$ cat config.mk
export PLATFORM = sky130hd
export DESIGN_NAME = uart_rx_top
export DESIGN_NICKNAME = d
export VERILOG_FILES = /design/src/rtl/uart_rx_top_pkg.sv /design/src/rtl/uart_rx_top_fifo.sv /design/src/rtl/uart_rx_top_rx.sv /design/src/rtl/uart_rx_top.sv
export SDC_FILE = /design/constraint.sdc
export NUM_CORES = 1
export LEC_CHECK = 0
export CORE_ASPECT_RATIO = 0.6
export CORE_MARGIN = 1.5
export CORE_UTILIZATION = 55
export DETAILED_ROUTE_END_ITERATION = 8
export PLACE_DENSITY = 0.82
export SYNTH_ARGS = -nofsm -noshare
export SYNTH_HDL_FRONTEND = slang
export SYNTH_SLANG_ARGS = --single-unit
$ cat constraint.sdc
create_clock -name clk_i -period 2.9 [get_ports clk_i]
set_input_delay 0.435 -clock clk_i [delete_from_list [all_inputs] [get_ports clk_i]]
set_output_delay 0.435 -clock clk_i [all_outputs]
set_load 0.01 [all_outputs]
$ cat src/rtl/uart_rx_top_pkg.sv
// Shared definitions for the UART receive controller: FSM state encoding
// (one-hot, same layout as the transmit controller) and default sizes.
package uart_rx_top_pkg;

  // Data bits per character and FIFO word width.
  localparam int unsigned B_DEF = 8;
  // FIFO address bits; depth is 2**W_DEF.
  localparam int unsigned W_DEF = 5;

  // One-hot receiver states.
  typedef enum logic [3:0] {
    S_IDLE  = 4'b0001,
    S_START = 4'b0010,
    S_DATA  = 4'b0100,
    S_STOP  = 4'b1000
  } rx_state_e;

endpackage

$ cat src/rtl/uart_rx_top_fifo.sv
// Synchronous FIFO shared by the UART transmit and receive controllers.
// The head word is presented combinationally on rdata_o; empty/full are
// registered. A write while full is accepted when a read happens in the
// same cycle, since the read frees a slot on the same edge.
module fifo
  import uart_rx_top_pkg::*;
#(
  parameter int unsigned B = B_DEF,
  parameter int unsigned W = W_DEF
) (
  input  logic         clk_i,
  input  logic         rstn_i,
  input  logic         wr_i,
  input  logic [B-1:0] wdata_i,
  input  logic         rd_i,
  output logic [B-1:0] rdata_o,
  output logic         empty_o,
  output logic         full_o
);

  localparam logic [W-1:0] PTR_ONE   = {{(W-1){1'b0}}, 1'b1};
  localparam logic [W:0]   CNT_ONE   = {{W{1'b0}}, 1'b1};
  localparam logic [W:0]   CNT_ZERO  = {(W+1){1'b0}};
  localparam logic [W:0]   CNT_DEPTH = {1'b1, {W{1'b0}}};

  logic [B-1:0] mem_q [0:(1<<W)-1];
  logic [W-1:0] wptr_q, wptr_d;
  logic [W-1:0] rptr_q, rptr_d;
  logic [W:0]   cnt_q, cnt_d;
  logic         empty_q, empty_d;
  logic         full_q, full_d;
  logic         do_wr_s;
  logic         do_rd_s;

  assign do_rd_s = rd_i & ~empty_q;
  assign do_wr_s = wr_i & (~full_q | do_rd_s);
  assign rdata_o = mem_q[rptr_q];
  assign empty_o = empty_q;
  assign full_o  = full_q;

  // Next pointer / occupancy computation.
  always_comb begin
    wptr_d = wptr_q;
    rptr_d = rptr_q;
    cnt_d  = cnt_q;
    if (do_wr_s) begin
      wptr_d = wptr_q + PTR_ONE;
    end else begin
      wptr_d = wptr_q;
    end
    if (do_rd_s) begin
      rptr_d = rptr_q + PTR_ONE;
    end else begin
      rptr_d = rptr_q;
    end
    case ({do_wr_s, do_rd_s})
      2'b10:   cnt_d = cnt_q + CNT_ONE;
      2'b01:   cnt_d = cnt_q - CNT_ONE;
      default: cnt_d = cnt_q;
    endcase
    empty_d = (cnt_d == CNT_ZERO);
    full_d  = (cnt_d == CNT_DEPTH);
  end

  // Pointer, occupancy and flag registers.
  always_ff @(posedge clk_i or negedge rstn_i) begin
    if (!rstn_i) begin
      wptr_q  <= {W{1'b0}};
      rptr_q  <= {W{1'b0}};
      cnt_q   <= CNT_ZERO;
      empty_q <= 1'b1;
      full_q  <= 1'b0;
    end else begin
      wptr_q  <= wptr_d;
      rptr_q  <= rptr_d;
      cnt_q   <= cnt_d;
      empty_q <= empty_d;
      full_q  <= full_d;
    end
  end

  // Storage array write port.
  always_ff @(posedge clk_i) begin
    if (do_wr_s) begin
      mem_q[wptr_q] <= wdata_i;
    end
  end

endmodule

$ cat src/rtl/uart_rx_top_rx.sv
// 8N1 receiver: 2-flop input synchroniser, start-edge detection, mid-bit
// sampling with a programmable divider, LSB-first shift register. Emits a
// one-cycle done or frame-error tick on the cycle after the stop sample.
module uart_rx
  import uart_rx_top_pkg::*;
(
  input  logic        clk_i,
  input  logic        rstn_i,
  input  logic        rx_i,
  input  logic        en_i,
  input  logic [15:0] baud_div,
  output logic [7:0]  dout_o,
  output logic        rx_done_tick_o,
  output logic        frame_err_tick_o
);

  logic        sync1_q;
  logic        rx_s;
  logic        rx_s_d;
  logic        sync2_q;
  logic        rx_s_d_q;
  rx_state_e   state_q, state_d;
  logic [15:0] div_q, div_d;
  logic [15:0] cnt_q, cnt_d;
  logic [2:0]  idx_q, idx_d;
  logic [7:0]  shreg_q, shreg_d;
  logic        done_q, done_d;
  logic        ferr_q, ferr_d;
  logic [15:0] half_s;
  logic [15:0] last_s;

  assign rx_s             = sync2_q;
  assign rx_s_d           = rx_s_d_q;
  assign half_s           = div_q >> 1;
  assign last_s           = div_q - 16'd1;
  assign dout_o           = shreg_q;
  assign rx_done_tick_o   = done_q;
  assign frame_err_tick_o = ferr_q;

  // Synchroniser and edge-detect delay; reset high so reset is not a start edge.
  always_ff @(posedge clk_i or negedge rstn_i) begin
    if (!rstn_i) begin
      sync1_q  <= 1'b1;
      sync2_q  <= 1'b1;
      rx_s_d_q <= 1'b1;
    end else begin
      sync1_q  <= rx_i;
      sync2_q  <= sync1_q;
      rx_s_d_q <= sync2_q;
    end
  end

  // Receiver next-state, counter and shift-register logic.
  always_comb begin
    state_d = state_q;
    div_d   = div_q;
    cnt_d   = cnt_q;
    idx_d   = idx_q;
    shreg_d = shreg_q;
    done_d  = 1'b0;
    ferr_d  = 1'b0;
    case (state_q)
      S_IDLE: begin
        if (rx_s_d && !rx_s && en_i) begin
          div_d   = baud_div;
          cnt_d   = 16'd0;
          state_d = S_START;
        end else begin
          state_d = S_IDLE;
        end
      end
      S_START: begin
        if (cnt_q == half_s) begin
          cnt_d = 16'd0;
          if (!rx_s) begin
            idx_d   = 3'd0;
            state_d = S_DATA;
          end else begin
            // Line went back high before mid-start: glitch, ignore it.
            state_d = S_IDLE;
          end
        end else begin
          cnt_d = cnt_q + 16'd1;
        end
      end
      S_DATA: begin
        if (cnt_q == last_s) begin
          cnt_d   = 16'd0;
          shreg_d = {rx_s, shreg_q[7:1]};
          if (idx_q == 3'd7) begin
            state_d = S_STOP;
          end else begin
            idx_d = idx_q + 3'd1;
          end
        end else begin
          cnt_d = cnt_q + 16'd1;
        end
      end
      S_STOP: begin
        if (cnt_q == last_s) begin
          // Return to idle mid stop bit so back-to-back frames are caught.
          cnt_d   = 16'd0;
          done_d  = rx_s;
          ferr_d  = ~rx_s;
          state_d = S_IDLE;
        end else begin
          cnt_d = cnt_q + 16'd1;
        end
      end
      default: begin
        state_d = S_IDLE;
        cnt_d   = 16'd0;
      end
    endcase
  end

  // Receiver state registers.
  always_ff @(posedge clk_i or negedge rstn_i) begin
    if (!rstn_i) begin
      state_q <= S_IDLE;
      div_q   <= 16'd0;
      cnt_q   <= 16'd0;
      idx_q   <= 3'd0;
      shreg_q <= 8'd0;
      done_q  <= 1'b0;
      ferr_q  <= 1'b0;
    end else begin
      state_q <= state_d;
      div_q   <= div_d;
      cnt_q   <= cnt_d;
      idx_q   <= idx_d;
      shreg_q <= shreg_d;
      done_q  <= done_d;
      ferr_q  <= ferr_d;
    end
  end

endmodule

$ cat src/rtl/uart_rx_top.sv
// UART receive controller top: receiver, 32-entry byte FIFO, read-data
// register and sticky overrun / frame-error status flags.
module uart_rx_top
  import uart_rx_top_pkg::*;
#(
  parameter int unsigned B = B_DEF,
  parameter int unsigned W = W_DEF
) (
  input  logic         clk_i,
  input  logic         rstn_i,
  input  logic         uart_rx_i,
  input  logic         UART_Kontrol_Yazmaci_rx_Active,
  input  logic [15:0]  baud_div,
  input  logic         UART_Veri_Okuma_Yazmaci_enable,
  input  logic         UART_Durum_Temizle_enable,
  output logic [B-1:0] UART_Veri_Okuma_Yazmaci_rdata,
  output logic         UART_Durum_Yazmaci_rx_full,
  output logic         UART_Durum_Yazmaci_rx_empty,
  output logic         UART_Durum_Yazmaci_rx_overrun,
  output logic         UART_Durum_Yazmaci_rx_frame_err
);

  logic [7:0]   rx_byte_s;
  logic         rx_done_s;
  logic         rx_ferr_s;
  logic [B-1:0] fifo_head_s;
  logic         fifo_empty_s;
  logic         fifo_full_s;
  logic         fifo_rd_s;
  logic         fifo_wr_s;
  logic [B-1:0] rdata_q, rdata_d;
  logic         ovr_q, ovr_d;
  logic         ferr_q, ferr_d;

  uart_rx u_rx (
    .clk_i            (clk_i),
    .rstn_i           (rstn_i),
    .rx_i             (uart_rx_i),
    .en_i             (UART_Kontrol_Yazmaci_rx_Active),
    .baud_div         (baud_div),
    .dout_o           (rx_byte_s),
    .rx_done_tick_o   (rx_done_s),
    .frame_err_tick_o (rx_ferr_s)
  );

  // A pop in the push cycle frees a slot, so the push is still accepted.
  assign fifo_rd_s = UART_Veri_Okuma_Yazmaci_enable & ~fifo_empty_s;
  assign fifo_wr_s = rx_done_s & (~fifo_full_s | fifo_rd_s);

  fifo #(
    .B (B),
    .W (W)
  ) u_fifo (
    .clk_i   (clk_i),
    .rstn_i  (rstn_i),
    .wr_i    (fifo_wr_s),
    .wdata_i (rx_byte_s),
    .rd_i    (fifo_rd_s),
    .rdata_o (fifo_head_s),
    .empty_o (fifo_empty_s),
    .full_o  (fifo_full_s)
  );

  // Read-data capture and sticky flags; a set wins over a clear.
  always_comb begin
    rdata_d = rdata_q;
    ovr_d   = ovr_q;
    ferr_d  = ferr_q;
    if (fifo_rd_s) begin
      rdata_d = fifo_head_s;
    end else begin
      rdata_d = rdata_q;
    end
    if (rx_done_s && fifo_full_s && !fifo_rd_s) begin
      ovr_d = 1'b1;
    end else if (UART_Durum_Temizle_enable) begin
      ovr_d = 1'b0;
    end else begin
      ovr_d = ovr_q;
    end
    if (rx_ferr_s) begin
      ferr_d = 1'b1;
    end else if (UART_Durum_Temizle_enable) begin
      ferr_d = 1'b0;
    end else begin
      ferr_d = ferr_q;
    end
  end

  // Read-data and status flag registers.
  always_ff @(posedge clk_i or negedge rstn_i) begin
    if (!rstn_i) begin
      rdata_q <= {B{1'b0}};
      ovr_q   <= 1'b0;
      ferr_q  <= 1'b0;
    end else begin
      rdata_q <= rdata_d;
      ovr_q   <= ovr_d;
      ferr_q  <= ferr_d;
    end
  end

  assign UART_Veri_Okuma_Yazmaci_rdata   = rdata_q;
  assign UART_Durum_Yazmaci_rx_full      = fifo_full_s;
  assign UART_Durum_Yazmaci_rx_empty     = fifo_empty_s;
  assign UART_Durum_Yazmaci_rx_overrun   = ovr_q;
  assign UART_Durum_Yazmaci_rx_frame_err = ferr_q;

endmodule

---- After elaboration in Yosys (flattened, before gate mapping) ----
Memory sizes are Yosys's and may differ from the RTL's. A register that Yosys moved wholly into a read port is not among the register bits.
Index checks and enable logic that the tools add are counted.
word-level totals
  bits in registers ....................... 72
  bits in writable memories ............... 256
  bits of input ports ..................... 22
  output and inout bits ................... 12
  logic and storage cells ................. 93
  memories kept ........................... 1
operators by class
  add/sub/neg operators ................... 7
  equality and inequality tests ........... 17
  muxes and demuxes ....................... 26
  bitwise operators ....................... 9
  reductions and logical operators ........ 16
memories
  name          words  bits a word  read ports  clocked after Yosys merged registers in  write ports  line                    text
  u_fifo.mem_q  32     8            1           1                                        1            uart_rx_top_fifo.sv:26  logic [B-1:0] mem_q [0:(1<<W)-1];
operators with widths
  kind                                                                      number
  16-bit two-way mux                                                        3
  16-bit one-hot mux with 3 select lines                                    1
  16-bit by 1-bit adder with 16-bit output (second input constant)          1
  16-bit by 15-bit equality test with 1-bit output                          1
  16-bit equality test                                                      1
  4-bit two-way mux                                                         4
  4-bit one-hot mux with 4 select lines                                     1
  16-bit by 1-bit subtractor with 16-bit output (second input constant)     1
  3-bit two-way mux                                                         5
  6-bit one-hot mux with 2 select lines                                     1
  5-bit by 1-bit adder with 5-bit output (second input constant)            2
  2-bit by 1-bit inequality test with 1-bit output (second input constant)  5
  1-bit two-way mux                                                         9
  6-bit by 1-bit adder with 6-bit output (second input constant)            1
  6-bit equality test (second input constant)                               1
  6-bit logical NOT                                                         1
  3-bit one-hot mux with 2 select lines                                     1
  2-bit nonzero test                                                        3
  6-bit by 1-bit subtractor with 6-bit output (second input constant)       1
  5-bit AND reduction                                                       1
  1-bit AND                                                                 4
  4-bit by 1-bit equality test with 1-bit output (second input constant)    1
  4-bit by 2-bit equality test with 1-bit output (second input constant)    1
  4-bit by 3-bit equality test with 1-bit output (second input constant)    1
  14 further kinds                                                          24

---- Depth between registers and ports, before layout ----
  word-level depth ........................ 8
  gate-level depth with buffers ........... 13

---- Modules after synthesis ----
From an unflattened synthesis, not the netlist that was laid out.
unflattened totals
  cells, all modules ...................... 859
  area total of the unflattened synthesis .. 14580.2 sq um
modules (own cells, without submodules)
  module       instances  cells an instance  area an instance (sq um)
  fifo         1          512                10938.0
  uart_rx      1          321                3206.8
  uart_rx_top  1          26                 435.4

---- Worst setup path before layout ----
OpenSTA, ideal clock, no wires.
  path kind ............................... register to register
  start ................................... register u_fifo.empty_q (netlist: u_fifo.empty_o)
  end ..................................... register u_fifo.full_q (netlist: u_fifo.full_o)
  library setup time ...................... 73 ps
  arrival ................................. 2864 ps
  required time ........................... 2827 ps
  path slack .............................. -37 ps
  stages on the path, launching flop included .. 13
  buffers on the path ..................... 0
  clock period less this slack ............ 2937 ps
  cell sequence ........................... dfstp_2 nand2b_1 a21boi_1 inv_1 ha_1 ha_1 a21o_1 a21oi_1 xnor2_1 o21ai_0 or4_1 nor2_1 nor2b_1
on the way
  cells in the longest elaborated chain, start to end .. 8
  elaborated cells on any way between the ends .. 11
  those cells by class .................... eq/ne (3); mux (1); bitwise (7)
ends and longest elaborated chain
  what                                                                                          line                                       text
  from (decl)                                                                                   uart_rx_top_fifo.sv:30                     logic empty_q, empty_d;
  from (signal assigned)                                                                        uart_rx_top_fifo.sv:77                     empty_q <= empty_d;
  1-bit inverter (*)                                                                            uart_rx_top_fifo.sv:35, uart_rx_top.sv:47
  1-bit AND                                                                                     uart_rx_top.sv:47                          assign fifo_rd_s = UART_Veri_Okuma_Yazmaci_enable & ~fifo_empty_s;
  1-bit bitwise OR / 1-bit AND (equally long branches)                                          uart_rx_top.sv:48, uart_rx_top_fifo.sv:35
  1-bit AND / 1-bit bitwise OR (equally long branches)                                          uart_rx_top.sv:48, uart_rx_top_fifo.sv:36
  1-bit AND                                                                                     uart_rx_top_fifo.sv:36                     assign do_wr_s = wr_i & (~full_q | do_rd_s);
  2-bit by 1-bit equality test with 1-bit output / 2-bit equality test (equally long branches)  uart_rx_top_fifo.sv:56                     case ({do_wr_s, do_rd_s})
  6-bit one-hot mux with 2 select lines (*)                                                     uart_rx_top_fifo.sv:56
  via u_fifo.cnt_d[3]                                                                           uart_rx_top_fifo.sv:29                     logic [W:0] cnt_q, cnt_d;
  6-bit equality test (*)                                                                       uart_rx_top_fifo.sv:62                     full_d = (cnt_d == CNT_DEPTH);
  via u_fifo.full_d                                                                             uart_rx_top_fifo.sv:31                     logic full_q, full_d;
  to (signal assigned)                                                                          uart_rx_top_fifo.sv:78                     full_q <= full_d;
  to (decl)                                                                                     uart_rx_top_fifo.sv:31
Mark *: on every way through the listed nets, which the timed path passes. The rest lies on a longest branch.
A chain may end at the register's enable or synchronous reset.

---- Worst setup path in the final report ----
  start ................................... register u_rx.div_q[0]
  end ..................................... register u_rx.cnt_q[12]
on the way
  cells in the longest elaborated chain, start to end .. 4
ends and longest elaborated chain
  what                                           line                                         text
  from (decl)                                    uart_rx_top_rx.sv:23                         logic [15:0] div_q, div_d;
  from (signal assigned)                         uart_rx_top_rx.sv:129                        div_q <= div_d;
  16-bit by 1-bit subtractor with 16-bit output  uart_rx_top_rx.sv:35                         assign last_s = div_q - 16'd1;
  16-bit equality test                           uart_rx_top_rx.sv:87, uart_rx_top_rx.sv:100
  16-bit two-way mux                             uart_rx_top_rx.sv:87, uart_rx_top_rx.sv:100
  16-bit one-hot mux with 3 select lines         uart_rx_top_rx.sv:62                         case (state_q)
  to (signal assigned)                           uart_rx_top_rx.sv:130                        cnt_q <= cnt_d;
  to (decl)                                      uart_rx_top_rx.sv:24                         logic [15:0] cnt_q, cnt_d;
No other way between the ends.

==> reports/qor.yml <==
port_buffers: 33
max_stage_delay_ns: 0.41
grtUsageMet2_pct: 36.3
yosys_most_used_dff: "edfxtp_1"
critPathMaxFanout: 8
routed_wl_mm: 32.5
synth_area_leaders: "edfxtp_1 53%, dfrtp_1 13%, mux4_2 12%"
initial_core_util_pct: 56.5
grt_util_met3_pct: 4.81
path_common_cell: "buf_4"
grt_pass1_vias: 8187
critical_path_class: "reg2reg"
fin_nets: 1012
routabilityCongestion: 0.859
gr-usage-met1_pct: 39.2
clockRootBuffer: "clkbuf_16"
placed_cells: 1289
h-tree-depth: 1
drive_gt1_share_pct: 27.8
routed_via_density: 6.17
grt_antenna_before_repair: 3
final_cells: 1351
worstHoldPathType: "in2reg"
clock-sinks: 336
yosysMostFrequentCell: "edfxtp_1"
setup.worst_path.end_class: "flop"
row_count: 45
worstMarginPinSlew_ns: 1.25
pin_count: 34
crit_arrival_ns: 3.33
slew_headroom_pct: 16.6
syn2layout_area_growth_pct: 16.9
drc: 0
crit_slowest_cell: "o22ai_2"
setup_tns_ns: 0
dp_slack_ns: -0.386
ys_seq_area_share_pct: 67.3
fin_crit_ns: 2.83
clockBufferDepth: 3
fmax_mhz: 354
ys_async_sr_fraction_pct: 23.8
yosysWarnings: 0
yosys.area.top_type_share_pct: 53.3
startpoint_type: "flop"
status: "finished clean"
grt-ovfl-total: 0
finalCritPeriodShare_pct: 97.5
clk_latency_ns: 0.59
leakage_nw: 6.42
drtAntennaViolNets: 0
cts_tree: "built"
syn_area_per_cell_sq_um: 16.5
synth.distinct_cells: 76
drtIter0Drc: 1037
grt_usage_pct: 24.8
finalSetupViolations: 0
dpl.hpwl_mm: 20.9
fin_area_sq_um: 16900
synth_top_area_cell: "edfxtp_1"
finalMaxSlewViolations: 0
ys_ff_latch: 336
n_antenna_cell: 0
vias: 8329
p_per_area_nw_per_um2: 717
hold_ws_ns: 0.279
place_area_sq_um: 15600
worstPathCellList: "buf_4, nor4_4, nand4_1, buf_4, o21a_1, o21ai_2, a211oi_2, and2_4, o22ai_2, a22o_1"
wl_per_cell_um: 24.1
cts_buffers: 30
max_cap_violations: 0
grt_busiest_layer: "met1"
synth_edf_count: 256
cts.clk_slew.worst_paths_ns: 0.07
synthesis.area_sq_um: 14400
required_ns: 3.40
fin_skew_ns: 0.0387
postSynthCellCount: 873
dieHeight_um: 128
grt_pass1_wl_mm: 49.6
die_width_um: 212
dieArea_sq_um: 27200
final-hold-violation-count: 0
core_sq_um: 25500
drt-pass1-iter-count: 6
synth_nets: 910
peakVddDrop_mv: 0.524
grt_start_max_net_pins: 45
fin_ws_ns: 0.0739
yosys-top-cells-count: "256 x edfxtp_1, 80 x mux4_2, 75 x dfrtp_1, 55 x nor2_1, 50 x nand2_1"
layer usage:
metal	part of all wire (%)	wire length [um]
met5	0	0
met4	1.9	619
met3	9.8	3200
met2	44	14300
met1	44	14400
path summary, 6_finish.rpt:
check                                               start                            to  slack [ns]  cells after the start
worst min register to register     u_rx.sync1_q$_DFF_PN1_           u_rx.rx_s$_DFF_PN1_        0.36                      0
worst max-delay path            u_rx.div_q[0]$_DFFE_PN0P_    u_rx.cnt_q[12]$_DFFE_PN0N_        0.07                     10
min in group asynchronous                          rstn_i  u_fifo.rptr_q[0]$_DFFE_PN0P_        0.39                      2
worst max register to register  u_rx.div_q[0]$_DFFE_PN0P_    u_rx.cnt_q[12]$_DFFE_PN0N_        0.07                     10
worst min-delay path                            uart_rx_i        u_rx.sync1_q$_DFF_PN1_        0.28                      1
max in group asynchronous                          rstn_i           u_rx.rx_s$_DFF_PN1_        1.66                      3
cells by family (layout without fill, tap and decap cells):
| group | Yosys count | count (layout) | share of synthesized area [%] |
|---|---|---|---|
| AOI/OAI and AO/OA | 94 | 94 | 4.56 |
| adders and majority gates | 15 | 15 | 1.35 |
| muxes | 111 | 111 | 14.9 |
| xor gates and xnor gates | 46 | 46 | 2.79 |
| and+or+nand+nor | 197 | 197 | 7.09 |
| DFF | 336 | 336 | 67.3 |
| buffers and inverters | 74 | 200 | 2.09 |
final cells by class:
type                       instances  area (sq um)
sequential                       336          9700
inverter                          25          93.8
fill                            1646          8650
clock inverter                    16           234
timing repair buffer             119          1040
multi-input combinational        463          4540
tap                              352           440
clock buffer                      40           808
state kept, by name, summed over array words and instances, names as in the netlist:
name                             count
UART_Durum_Yazmaci_rx_frame_err      1
UART_Durum_Yazmaci_rx_overrun        1
UART_Veri_Okuma_Yazmaci_rdata        8
u_fifo.cnt_q                         6
u_fifo.empty_o                       1
u_fifo.full_o                        1
u_fifo.mem_q                       256
u_fifo.rptr_q                        5
u_fifo.wptr_q                        5
u_rx.cnt_q                          16
u_rx.div_q                          16
u_rx.dout_o                          8
u_rx.frame_err_tick_o                1
u_rx.idx_q                           3
u_rx.rx_done_tick_o                  1
u_rx.rx_s                            1
u_rx.rx_s_d                          1
u_rx.state_q                         4
u_rx.sync1_q                         1
power by group:
group          leakage, nW  internal [W]  switching, W
Combinational         2.05       0.00116       0.00104
Sequential            3.86       0.00528      0.000405
Clock                0.507       0.00242       0.00179
critical path, delay by kind of cell, from the launching register on:
family,cells,cell delay [ns]
DFF,1,0.39
buffers and inverters,2,0.39
AOI/OAI and AO/OA,5,1.09
and+or+nand+nor,3,0.84
cells in the final DEF (no fill, tap or decap), types with 4 or more instances in the layout:
cell type / instances
a21o_1: 4
a21oi_1: 8
a22o_1: 6
and3_1: 5
buf_12: 5
buf_4: 81
bufinv_16: 5
clkbuf_1: 8
clkbuf_16: 30
clkdlybuf4s50_1: 32
clkinv_2: 6
dfrtp_1: 73
dfstp_2: 5
edfxtp_1: 256
ha_1: 11
inv_1: 24
mux2_2: 20
mux2i_1: 10
mux4_2: 80
nand2_1: 50
nand2b_1: 6
nand3_1: 10
nand3b_1: 5
nand4_1: 11
nor2_1: 54
nor3_1: 12
nor4_1: 8
o21ai_0: 23
o22ai_1: 6
o31ai_1: 8
or3_1: 6
xnor2_1: 24
xor2_1: 22
repair_timing:
action | 4_1_cts | 5_1_grt
endpoints found under the hold margin | 41 | 0
endpoints found under the setup margin | 18 | 31
resized for setup | 3 | 22
setup buffers | 3 | 2
pin swaps | 2 | 10
hold buffers | 1 | 0
through the flow:
step	util, %	power, W
after floorplan	-	0.00712
after global placement	61.3	0.00775
after detailed placement	61.3	0.00783
after CTS	65.6	0.0120
after global routing	66.1	0.0125
final	66.1	0.0121
Note: power is estimated with default switching activity, not from simulation.
